<file path="src/rtl/piso_serializer_pkg.sv">
// rtl/piso_serializer_pkg.sv - shared state type, width helper and default parameters for piso_serializer
package piso_serializer_pkg;

    typedef enum logic [1:0] {
        IDLE  = 2'd0,
        SHIFT = 2'd1,
        LATCH = 2'd2
    } state_t;

    localparam int DEFAULT_WIDTH    = 8;
    localparam int DEFAULT_CHANNELS = 4;
    localparam int DEFAULT_DIV      = 2;

    // Counter width that never collapses to zero bits when the count range is 1.
    function automatic int clog2_min1(input int value);
        return (value > 1) ? $clog2(value) : 1;
    endfunction

endpackage

</file>
<file path="src/rtl/piso_lane.sv">
// rtl/piso_lane.sv - one load/shift lane; PISO_SERIALIZER_LSB_FIRST_EN selects LSB-first shifting
module piso_lane
    import piso_serializer_pkg::*;
#(
    parameter int WIDTH = DEFAULT_WIDTH
) (
    input  logic             clk,
    input  logic             reset,
    input  logic             load,
    input  logic             shift,
    input  logic [WIDTH-1:0] load_data,
    output logic             ser
);

    logic [WIDTH-1:0] shreg;

    always_ff @(posedge clk) begin
        if (reset) begin
            shreg <= '0;
        end else if (load) begin
            shreg <= load_data;
        end else if (shift) begin
`ifdef PISO_SERIALIZER_LSB_FIRST_EN
            shreg <= {1'b0, shreg[WIDTH-1:1]};
`else
            shreg <= {shreg[WIDTH-2:0], 1'b0};
`endif
        end
    end

    // Zero fill means the lane output is already 0 once all WIDTH bits have gone.
`ifdef PISO_SERIALIZER_LSB_FIRST_EN
    assign ser = shreg[0];
`else
    assign ser = shreg[WIDTH-1];
`endif

endmodule

</file>
<file path="src/rtl/piso_serializer.sv">
// rtl/piso_serializer.sv - multi-lane PISO with shadow buffer, sclk and latch; bit order via PISO_SERIALIZER_LSB_FIRST_EN
module piso_serializer
    import piso_serializer_pkg::*;
#(
    parameter int WIDTH    = DEFAULT_WIDTH,
    parameter int CHANNELS = DEFAULT_CHANNELS,
    parameter int DIV      = DEFAULT_DIV
) (
    input  logic                      clk,
    input  logic                      reset,
    input  logic [CHANNELS*WIDTH-1:0] in_data,
    input  logic                      in_valid,
    output logic                      in_ready,
    output logic [CHANNELS-1:0]       ser_out,
    output logic                      sclk,
    output logic                      latch,
    output logic                      busy
);

    localparam int DIV_W = clog2_min1(DIV);
    localparam int BIT_W = $clog2(WIDTH);

    state_t                    state, state_next;
    logic [DIV_W-1:0]          div_cnt, div_cnt_next;
    logic [BIT_W-1:0]          bit_cnt, bit_cnt_next;
    logic [CHANNELS*WIDTH-1:0] shadow;
    logic                      shadow_full, shadow_full_next;
    logic                      transfer, load, shift;
    logic                      div_wrap, last_bit;
    logic                      sclk_next, latch_next;

    assign transfer = in_valid && in_ready;
    assign div_wrap = (div_cnt == DIV_W'(DIV - 1));
    assign last_bit = (bit_cnt == BIT_W'(WIDTH - 1));

    always_comb begin
        state_next   = state;
        load         = 1'b0;
        shift        = 1'b0;
        sclk_next    = sclk;
        latch_next   = latch;
        bit_cnt_next = bit_cnt;
        div_cnt_next = div_wrap ? '0 : div_cnt + DIV_W'(1);
        case (state)
            IDLE: begin
                div_cnt_next = '0;
                if (shadow_full) begin
                    load       = 1'b1;
                    state_next = SHIFT;
                end
            end
            SHIFT: begin
                if (div_wrap) begin
                    if (!sclk) begin
                        sclk_next = 1'b1;
                    end else begin
                        // Falling sclk edge: advance every lane to its next bit.
                        sclk_next = 1'b0;
                        shift     = 1'b1;
                        if (last_bit) begin
                            bit_cnt_next = '0;
                            latch_next   = 1'b1;
                            state_next   = LATCH;
                        end else begin
                            bit_cnt_next = bit_cnt + BIT_W'(1);
                        end
                    end
                end
            end
            LATCH: begin
                if (div_wrap) begin
                    latch_next = 1'b0;
                    if (shadow_full) begin
                        load       = 1'b1;
                        state_next = SHIFT;
                    end else begin
                        state_next = IDLE;
                    end
                end
            end
            default: state_next = IDLE;
        endcase
        // transfer and load never coincide: a load needs a full shadow, which holds in_ready low.
        shadow_full_next = transfer ? 1'b1 : (load ? 1'b0 : shadow_full);
    end

    always_ff @(posedge clk) begin
        if (reset) begin
            state       <= IDLE;
            div_cnt     <= '0;
            bit_cnt     <= '0;
            shadow_full <= 1'b0;
            in_ready    <= 1'b0;
            sclk        <= 1'b0;
            latch       <= 1'b0;
            busy        <= 1'b0;
        end else begin
            state       <= state_next;
            div_cnt     <= div_cnt_next;
            bit_cnt     <= bit_cnt_next;
            shadow_full <= shadow_full_next;
            in_ready    <= !shadow_full_next;
            sclk        <= sclk_next;
            latch       <= latch_next;
            busy        <= (state_next != IDLE);
        end
    end

    always_ff @(posedge clk) begin
        if (!reset && transfer) begin
            shadow <= in_data;
        end
    end

    for (genvar c = 0; c < CHANNELS; c++) begin : g_lane
        piso_lane #(
            .WIDTH(WIDTH)
        ) u_lane (
            .clk      (clk),
            .reset    (reset),
            .load     (load),
            .shift    (shift),
            .load_data(shadow[c*WIDTH +: WIDTH]),
            .ser      (ser_out[c])
        );
    end

endmodule

</file>
<file path="config.mk">
export PLATFORM = sky130hd
export DESIGN_NAME = piso_serializer
export DESIGN_NICKNAME = d
export VERILOG_FILES = /design/src/rtl/piso_serializer_pkg.sv /design/src/rtl/piso_lane.sv /design/src/rtl/piso_serializer.sv
export SDC_FILE = /design/constraint.sdc
export NUM_CORES = 1
export LEC_CHECK = 0
export BUFFER_PORTS_ARGS = -buffer_cell sky130_fd_sc_hd__buf_2
export CORE_ASPECT_RATIO = 0.75
export CORE_UTILIZATION = 35
export CTS_CLUSTER_DIAMETER = 80
export DETAILED_ROUTE_END_ITERATION = 10
export GPL_TIMING_DRIVEN = 1
export PLACE_DENSITY = 0.5
export SKIP_LAST_GASP = 1
export SYNTH_ARGS = -nofsm -noshare
export SYNTH_HDL_FRONTEND = slang
export SYNTH_SLANG_ARGS = --single-unit
</file>
<file path="constraint.sdc">
create_clock -name clk -period 5.7 [get_ports clk]
set_input_delay 0.57 -clock clk [delete_from_list [all_inputs] [get_ports clk]]
set_output_delay 0.57 -clock clk [all_outputs]
set_load 0.005 [all_outputs]
</file>
==> results by group, run 1 <==
Run status
  • Status: completed

Placement
  • PortBufs: 42
  • HPWL Detailed: 3520 um
  • Gpl congestion: 0.686
  • Placed Area: 0.00314 mm^2

Job
  • Max Cap Viol: 0

Timing
  • Final Hold Viols: 0
  • Count of final setup violators: 0
  • Setup TNS: 0 ns
  • Worst Skew: 0.00842 ns
  • Slew HR: 42.0%
  • RSZ-0062 raised after global routing: false
  • Fmax: 498 MHz
  • Final Cycle Share: 35.2%
  • Fin. max-slew vios: 0
  • Post-layout min period: 2.01 ns
  • Slew @ Worst Pin: 0.870 ns

Clock tree
  • Root buffer selected by CTS: clkbuf_8
  • Clock Sinks: 75
  • TritonCTS clock tree: yes
  • H-tree Lvls: 3
  • Worst-skew pair later-pin latency: 0.35 ns
  • Clk slew on worst S/H paths: 0.08 ns
  • Hold buffer count at CTS: 0
  • CTS buffer count: 9
  • Clock Tree Buf Depth: 2
  • CTS resizes: 0
  • Postcts setup bufs: 0

Floorplan
  • Row cnt: 28
  • I/O Pins: 43
  • Placeable Area: 0.00802 mm^2
  • Die ar.: 0.00879 mm^2
  • DIE WIDTH: 108 um
  • Initial core utilization: 36.7%
  • Die Ht: 81.5 um

Route
  • Wire length per cell: 16.4 um
  • Antenna viol nets, final: 0
  • Total number of vias: 2045
  • Drt first-iter violations: 200
  • Routed vias/inst: 5.37
  • Routed WL: 6250 um
  • First-pass iteration count of the detailed router: 4
  • Drt drc: 0

Logic synthesis
  • Yosys reg bits: 75
  • Synth cell types: 30
  • Mapped Nets: 281
  • Cells after synthesis: 244
  • Yosys Warn Count: 0
  • Seq/Total Area, Yosys: 61.8%
  • Post-Syn Area: 0.00295 mm^2
  • Syn avg cell area: 12.1 um^2

Critical path
  • Crit end category: flop
  • Worst path depth: 3
  • CP Cell Sequence: buf_2, nor2_2, buf_4
  • Data arrival, critical path: 2.04 ns
  • CP startpoint kind: input port
  • Reg2Reg Depth: 3
  • Critical-path maximum fanout: 44
  • Critical path buffers and inverters: 2
  • Slowest Stage Delay on Critical Path: 0.69 ns
  • CP delay by family, top: buffers and inverters
  • CP max stage cell: nor2_2
  • Worst Path Required: 5.73 ns
  • Crit Path Class: input port to flop

Global route
  • First-pass GRT wire length: 10100 um
  • Overall global routing resource usage: 15.5%
  • Number of global-route vias before repair: 1928
  • Met3 usage: 6.03%
  • Largest net degree at the start of global routing: 45
  • Antenna violations before repair: 0
  • Overflow after GRT: 0
  • Met2 GRT Util: 21.3%
  • Gr busiest metal: met1
  • Met1 GRT Util: 22.2%

Pwr
  • Sequential power share: 56.7%
  • Switching Power: 221 uW
  • Pwr dens: 309 mW/mm^2
  • Power Internal: 808 uW
  • Clock group share of total power: 38.8%
  • Total power: 1030 uW
  • Power share of the combinational group: 4.5%
  • Sw frac: 21.5%
  • Leak: 0.00114 uW
  • Peak supply drop: 123 uV

Layout
  • Share of layout cells above drive strength 1: 24.6%
  • Area Overhead vs Synth: 13.1%
  • Fill count: 798
  • Final #Nets: 308
  • Fin area: 0.00333 mm^2
  • Ant diodes: 0
  • Post-layout util: 41.5%

Min path
  • Hold depth: 1
  • Hold WC Path Type: input port to flop
power groups by stage:
| stage | clock network, uW | registers, uW | logic (uW) |
|---|---|---|---|
| global route | 440 | 586 | 52.1 |
| finish | 399 | 584 | 46.4 |
| detailed placement | 0 | 596 | 46.8 |
| global placement | 0 | 596 | 46.1 |
| CTS | 410 | 584 | 47.0 |
| floorplan | 0 | 593 | 29.4 |
Yosys cell counts:
cell type | instances | area share, %
dfxtp_1 | 43 | 29
a32oi_1 | 28 | 8.3
or3_1 | 1 | 0.21
and4b_1 | 1 | 0.34
edfxtp_1 | 32 | 33
clkbuf_2 | 1 | 0.17
inv_1 | 2 | 0.25
nor2_1 | 5 | 0.64
o211ai_1 | 32 | 8.2
nand2_1 | 6 | 0.76
buf_6 | 4 | 1.5
ha_1 | 2 | 0.85
nor2b_1 | 2 | 0.42
and3_1 | 1 | 0.21
clkbuf_1 | 7 | 0.89
nand3_1 | 5 | 0.85
a21oi_1 | 38 | 6.5
or2_2 | 1 | 0.21
nand4_1 | 1 | 0.21
xor2_1 | 1 | 0.30
buf_2 | 8 | 1.4
a221oi_1 | 1 | 0.30
buf_1 | 1 | 0.13
and3b_1 | 1 | 0.30
nand2b_1 | 2 | 0.42
o21ai_0 | 2 | 0.34
nor3_1 | 1 | 0.17
nand4b_4 | 1 | 0.81
buf_4 | 11 | 2.8
nand3b_1 | 3 | 0.76
path summary, 6_finish.rpt:
| kind | from | end | slack (ns) |
|---|---|---|---|
| hold reg to reg | latch | latch | 0.45 |
| hold / removal | in_data[3] | shadow[3] | 0.40 |
| setup / recovery | reset | shadow[17] | 3.69 |
| setup reg to reg | state[0] | bit_cnt[0] | 3.81 |
cell families after synthesis:
group / after synthesis / synth area share (%)
adders and majority gates: 2 / 0.849
xor gates and xnor gates: 1 / 0.297
and+or+nand+nor: 31 / 6.33
DFF: 75 / 61.8
buffers and inverters: 34 / 7.13
AOI/OAI and AO/OA: 101 / 23.6
worst reg2reg max path, stage by stage, from the launching register on:
cell and delay (ns):
dfxtp_1 0.60, nand4b_4 0.58, or3_1 0.52, a21oi_1 0.13
per-stage QoR:
step           setup WS, ns  cells  hold slack [ns]
6_report               3.69    381            0.395
2_1_floorplan          2.97    244            0.436
5_1_grt                3.57    381            0.366
3_5_place_dp           3.31    365            0.448
4_1_cts                3.67    381            0.383
3_3_place_gp           3.29    365            0.451
cell usage in the layout, fill, tap and decap left out:
cell        netlist  final
a21oi_1          38     38
a221oi_1          1      1
a32oi_1          28     28
and3_1            1      1
and3b_1           1      1
and4b_1           1      1
buf_2             8     42
buf_4            11      6
bufinv_16         0      1
clkbuf_1          7      1
clkbuf_8          0     10
clkinv_2          0      3
clkinvlp_4        0      1
dfxtp_1          43     43
edfxtp_1         32     32
ha_1              2      2
inv_1             2      2
nand2_1           6      6
nand2b_1          2      2
nand3_1           5      5
nand3b_1          3      3
nand4_1           1      1
nand4b_4          1      1
nor2_1            5      4
nor2_2            0      1
nor2b_2           0      2
nor3_1            1      1
o211ai_1         32     32
o21ai_0           2      2
or2_2             1      1
or3_1             1      1
xor2_1            1      1
layer usage:
layer | part of all wire, % | vias to the layer above
met4 | 0.61 | 0
met1 | 52 | 979
li1 | - | 1010
met2 | 43 | 50
met3 | 5.3 | 6
met5 | 0 | -
registers in the layout (all words and copies together), names as in the netlist:
register and count:
g_lane.u_lane.shreg 32, shadow 32, bit_cnt 3, state 2
busy 1, div_cnt 1, in_ready 1, latch 1
sclk 1, shadow_full 1
layout make-up:
class                   count  area, um^2  share of cell area, %
multi-input cells         135         922                   27.7
repair buffers             48         255                   7.66
clock buffers              11         141                   4.24
inverters                   2        7.51                  0.225
clock inverters             5        52.6                   1.58
well taps                 105         131                   3.94
flip-flops and latches     75        1820                   54.7
(Power assumes the default switching activity.)
==> run 2, diff against run 1 <==
--- a/config.mk
+++ b/config.mk
@@ -11,7 +11,7 @@
 export CTS_CLUSTER_DIAMETER = 80
 export DETAILED_ROUTE_END_ITERATION = 10
 export GPL_TIMING_DRIVEN = 1
-export PLACE_DENSITY = 0.5
+export PLACE_DENSITY = 0.52
 export SKIP_LAST_GASP = 1
 export SYNTH_ARGS = -nofsm -noshare
 export SYNTH_HDL_FRONTEND = slang
==> constraint.sdc (replaced) <==
create_clock -name clk -period 1.8 [get_ports clk]
set_input_delay 0.18 -clock clk [delete_from_list [all_inputs] [get_ports clk]]
set_output_delay 0.18 -clock clk [all_outputs]
set_load 0.005 [all_outputs]
==> run 2 against run 1 <==
Wire length rose by 1.1%. Critical path depth increased by 1. Power grew to 3.0 times the previous value. Largest cell class unchanged. Largest power group unchanged.
==> results by group, run 2 (synthesized netlist as in run 1, its figures left out) <==
Run status
  • Status: completed

Timing
  • Post-layout min period: 1.48 ns
  • Slew @ Worst Pin: 0.456 ns
  • RSZ-0062 raised after global routing: false
  • Fin. max-slew vios: 0
  • Slew HR: 69.6%
  • Fmax: 677 MHz
  • Final Cycle Share: 82.1%
  • Final Hold Viols: 0
  • Setup TNS: 0 ns
  • Count of final setup violators: 0
  • Worst Skew: 0.00651 ns

Route
  • Wire length per cell: 15.0 um
  • Routed WL: 6320 um
  • First-pass iteration count of the detailed router: 4
  • Antenna viol nets, final: 0
  • Total number of vias: 2212
  • Drt first-iter violations: 112
  • Routed vias/inst: 5.27
  • Drt drc: 0

Critical path
  • CP Cell Sequence: nand4b_4, buf_4, o211ai_1, a21oi_1
  • Crit end category: flop
  • Critical-path maximum fanout: 19
  • Slowest Stage Delay on Critical Path: 0.60 ns
  • Worst Path Required: 2.01 ns
  • Crit Path Class: flop to flop
  • Critical path origin: state[0]
  • CP max stage cell: dfxtp_1
  • Data arrival, critical path: 1.69 ns
  • CP startpoint kind: flop
  • Worst R2R Start: state[0]

Pwr
  • Leak: 0.00129 uW
  • Peak supply drop: 434 uV
  • Pwr dens: 849 mW/mm^2

Clock tree
  • Root buffer selected by CTS: clkbuf_8
  • Clk slew on worst S/H paths: 0.08 ns
  • H-tree Lvls: 3
  • TritonCTS clock tree: yes
  • Clock Tree Buf Depth: 2
  • Clock Sinks: 75
  • Worst-skew pair later-pin latency: 0.34 ns
  • CTS resizes: 0
  • CTS buffer count: 9

Floorplan
  • Placeable Area: 0.00802 mm^2
  • Row cnt: 28
  • DIE WIDTH: 108 um
  • Die ar.: 0.00879 mm^2
  • Initial core utilization: 36.7%
  • I/O Pins: 43
  • Die Ht: 81.5 um

Layout
  • Share of layout cells above drive strength 1: 23.5%
  • Final instance count without filler cells: 420
  • Area Overhead vs Synth: 24.5%
  • Most frequent cells in the layout: dfxtp_1, buf_2, a21oi_1, o211ai_1, edfxtp_1
  • Ant diodes: 0
  • Fin area: 0.00367 mm^2
  • Fill count: 773
  • Leading cell type in the layout, fill and taps excluded: dfxtp_1
  • Final #Nets: 347
  • Largest regs: g_lane.u_lane.shreg (32), shadow (32), bit_cnt (3)

Global route
  • Antenna violations before repair: 0
  • Largest net degree at the start of global routing: 44
  • Overflow after GRT: 0
  • Number of global-route vias before repair: 2061
  • Overall global routing resource usage: 15.3%
  • First-pass GRT wire length: 10200 um

Placement
  • PortBufs: 42
  • Placed insts: 374
  • HPWL Detailed: 3740 um
  • Gpl congestion: 0.737
  • Placed Area: 0.00321 mm^2

Job
  • Max Cap Viol: 0

Min path
  • Hold WC Path Type: input port to flop
  • Hold path start: in_data[31]
## run 2: metal layers
metal	wire [um]	GRT usage [%]	part of all wire [%]	vias up
met5	0	0	0	-
li1	-	-	-	1081
met2	2710	23.2	43	76
met4	78	5.75	1.2	0
met3	358	4.92	5.7	9
met1	3170	20.4	50	1046
## run 2: power by group
part	total, uW	leakage, uW	switching (uW)	internal, uW
clock	1070	0.0000752	588	478
combinational	200	0.000573	87.0	112
sequential	1850	0.000641	27.3	1820
## run 2: path summary, 6_finish.rpt
| path | to | slack (ns) | cells past startpoint |
|---|---|---|---|
| hold reg to reg | bit_cnt[1] | 0.46 | 2 |
| setup reg to reg | g_lane[0].u_lane.shreg[3] | 0.32 | 4 |
| hold / removal | shadow[31] | 0.02 | 1 |
| setup / recovery | g_lane[0].u_lane.shreg[3] | 0.32 | 4 |
## run 2: layout make-up
class	instances	area (um^2)	area share [%]
flip-flops and latches	75	1820	49.6
repair buffers	87	623	17.0
clock inverters	7	35.0	0.955
well taps	105	131	3.58
inverters	2	7.51	0.205
clock buffers	9	124	3.38
multi-input cells	135	927	25.3
## run 2: worst max-delay path: cells and delay by family, from the launching register on
family	cells	cell delay, ns
AO/OA/AOI/OAI	2	0.22
buffers and inverters	1	0.28
flip-flops	1	0.60
AND/OR/NAND/NOR	1	0.24
## run 2: per-stage QoR
| stage | power [uW] | setup WS [ns] | utilization, % | hold WS (ns) |
|---|---|---|---|---|
| floorplan | 1970 | 0.317 | - | 0.279 |
| global placement | 2040 | 0.398 | 40.0 | 0.356 |
| detailed placement | 2040 | 0.343 | 40.0 | 0.358 |
| CTS | 3150 | 0.333 | 45.1 | 0.000806 |
| global route | 3260 | 0.166 | 45.7 | 0.00383 |
| finish | 3120 | 0.323 | 45.7 | 0.0198 |
## run 2: repair_timing
item                                   CTS  global route
hold buffers                            25             5
endpoints found under the hold margin   25             5
setup buffers                            0             0
==> run 3, diff against run 2 <==
--- a/config.mk
+++ b/config.mk
@@ -11,7 +11,7 @@
 export CTS_CLUSTER_DIAMETER = 80
 export DETAILED_ROUTE_END_ITERATION = 10
 export GPL_TIMING_DRIVEN = 1
-export PLACE_DENSITY = 0.52
+export PLACE_DENSITY = 0.5
 export SKIP_LAST_GASP = 1
 export SYNTH_ARGS = -nofsm -noshare
 export SYNTH_HDL_FRONTEND = slang
==> constraint.sdc (replaced) <==
create_clock -name clk -period 1.4 [get_ports clk]
set_input_delay 0.14 -clock clk [delete_from_list [all_inputs] [get_ports clk]]
set_output_delay 0.14 -clock clk [all_outputs]
set_load 0.005 [all_outputs]
==> run 3 against run 2 <==
Sequential power up 29%. Clock-buffer cell count up 2. Final cell count up 1.2%. Maximum frequency up 14%. Largest power group unchanged. Clock skew up 0.0013 ns. Combinational power up 41%.
==> results by group, run 3 (synthesized netlist as in run 1, its figures left out) <==
Placement
  • HPWL Detailed: 3740 um
  • PortBufs: 42
  • Gpl congestion: 0.729

Job
  • Max Cap Viol: 0

Pwr
  • Leak: 0.00136 uW
  • Pwr dens: 1130 mW/mm^2
  • Peak supply drop: 459 uV

Critical path
  • CP delay by family, top: flip-flops
  • Critical path origin: state[1]
  • Worst R2R Start: state[1]
  • CP max stage cell: dfxtp_1
  • Critical-path maximum fanout: 18
  • Crit end category: flop
  • Data arrival, critical path: 1.52 ns
  • Crit Path Class: flop to flop
  • CP startpoint kind: flop
  • CP Cell Sequence: and4b_1, buf_4, a32oi_1, a21oi_1
  • Critical path buffers and inverters: 1
  • Worst Path Required: 1.63 ns
  • FF-to-FF setup slack: 0.11 ns
  • Slowest Stage Delay on Critical Path: 0.44 ns

Route
  • Drt drc: 0
  • Antenna viol nets, final: 0
  • Routed vias/inst: 5.25
  • Wire length per cell: 15.2 um
  • Drt first-iter violations: 96
  • Routed WL: 6470 um
  • Total number of vias: 2231
  • First-pass iteration count of the detailed router: 4

Timing
  • Fmax: 775 MHz
  • Final Hold Viols: 0
  • RSZ-0062 raised after global routing: false
  • Worst Skew: 0.00784 ns
  • Post-layout min period: 1.29 ns
  • Final Cycle Share: 92.1%
  • Slew HR: 81.7%
  • Slew @ Worst Pin: 0.274 ns
  • Fin. max-slew vios: 0
  • Setup TNS: 0 ns
  • Count of final setup violators: 0

Clock tree
  • TritonCTS clock tree: yes
  • Root buffer selected by CTS: clkbuf_8
  • Clock Tree Buf Depth: 2
  • Clk slew on worst S/H paths: 0.08 ns
  • Worst-skew pair later-pin latency: 0.35 ns
  • Clock Sinks: 75
  • CTS buffer count: 9
  • H-tree Lvls: 3

Run status
  • Status: completed

Floorplan
  • DIE WIDTH: 108 um
  • Row cnt: 28
  • Initial core utilization: 36.7%
  • I/O Pins: 43
  • Die ar.: 0.00879 mm^2
  • Placeable Area: 0.00802 mm^2
  • Die Ht: 81.5 um

Layout
  • Share of layout cells above drive strength 1: 25.3%
  • Post-layout util: 47.5%
  • Most frequent cells in the layout: dfxtp_1, buf_2, a21oi_1
  • Area of the multi-input gates: 927 um^2
  • Fill count: 773
  • Ant diodes: 0
  • Area Overhead vs Synth: 29.4%
  • Final #Nets: 352
  • FF+latch area: 0.00182 mm^2
  • Largest regs: g_lane.u_lane.shreg (32), shadow (32), bit_cnt (3)

Min path
  • Hold WC Path Type: input port to flop
  • Hold path start: in_valid

Global route
  • Overall global routing resource usage: 16.2%
  • Number of global-route vias before repair: 2120
  • Overflow after GRT: 0
  • First-pass GRT wire length: 10600 um
  • Antenna violations before repair: 0
  • Largest net degree at the start of global routing: 33
[run 3: changes by cell type in the layout (fill, tap and decap cells not counted), moves of 2 or more]
cell / before / now
buf_12: 0 / 5
buf_4: 15 / 13
clkinv_1: 4 / 0
clkinv_2: 1 / 3
clkinvlp_4: 2 / 0
dlygate4sd3_1: 30 / 32
[run 3: where the power goes]
part	internal, uW	switching (uW)
registers	2340	31.9
logic	163	120
clock network	866	767
[run 3: path summary, 6_finish.rpt]
kind / cells after the start / endpoint
worst max-delay path: 4 / g_lane[0].u_lane.shreg[6]
worst min-delay path: 3 / shadow_full
worst max register to register: 4 / g_lane[0].u_lane.shreg[6]
worst min register to register: 2 / bit_cnt[1]
[run 3: worst min-delay path, cell delays in order]
cell and delay (ns):
buf_2 0.07, nand2_1 0.11, a21oi_1 0.13
[run 3: repair_timing]
action / 4_1_cts / 5_1_grt
setup endpoints to repair: 0 / 24
gates resized for setup: 0 / 1
buffers inserted: 0 / 0
hold buffers: 32 / 0
hold endpoints to repair: 32 / 0
[run 3: layout make-up]
class	count	share of cell area [%]
flip-flops and latches	75	47.8
repair buffers	92	19.1
multi-input cells	135	24.3
clock inverters	5	1.41
well taps	105	3.45
inverters	2	0.197
clock buffers	11	3.71
[run 3: through the flow]
step                      setup WS [ns]  instance area (um^2)  total power, uW  hold WS, ns  instances
final                             0.110                  3810             4290        0.136        425
after global routing            0.00113                  3810             4490        0.154        425
after CTS                        0.0458                  3810             4350        0.131        425
after detailed placement         0.0766                  3300             2640        0.318        377
after global placement           0.0832                  3300             2640        0.316        377
after floorplan                  0.0246                  2960             2540        0.239        244
[run 3: routing by layer]
| metal | global-route usage (%) | vias up | routed length [um] |
|---|---|---|---|
| li1 | - | 1094 | - |
| met1 | 21.7 | 1077 | 3240 |
| met2 | 23.5 | 53 | 2780 |
| met3 | 6.19 | 7 | 369 |
| met4 | 6.16 | 0 | 75 |
| met5 | 0 | - | 0 |
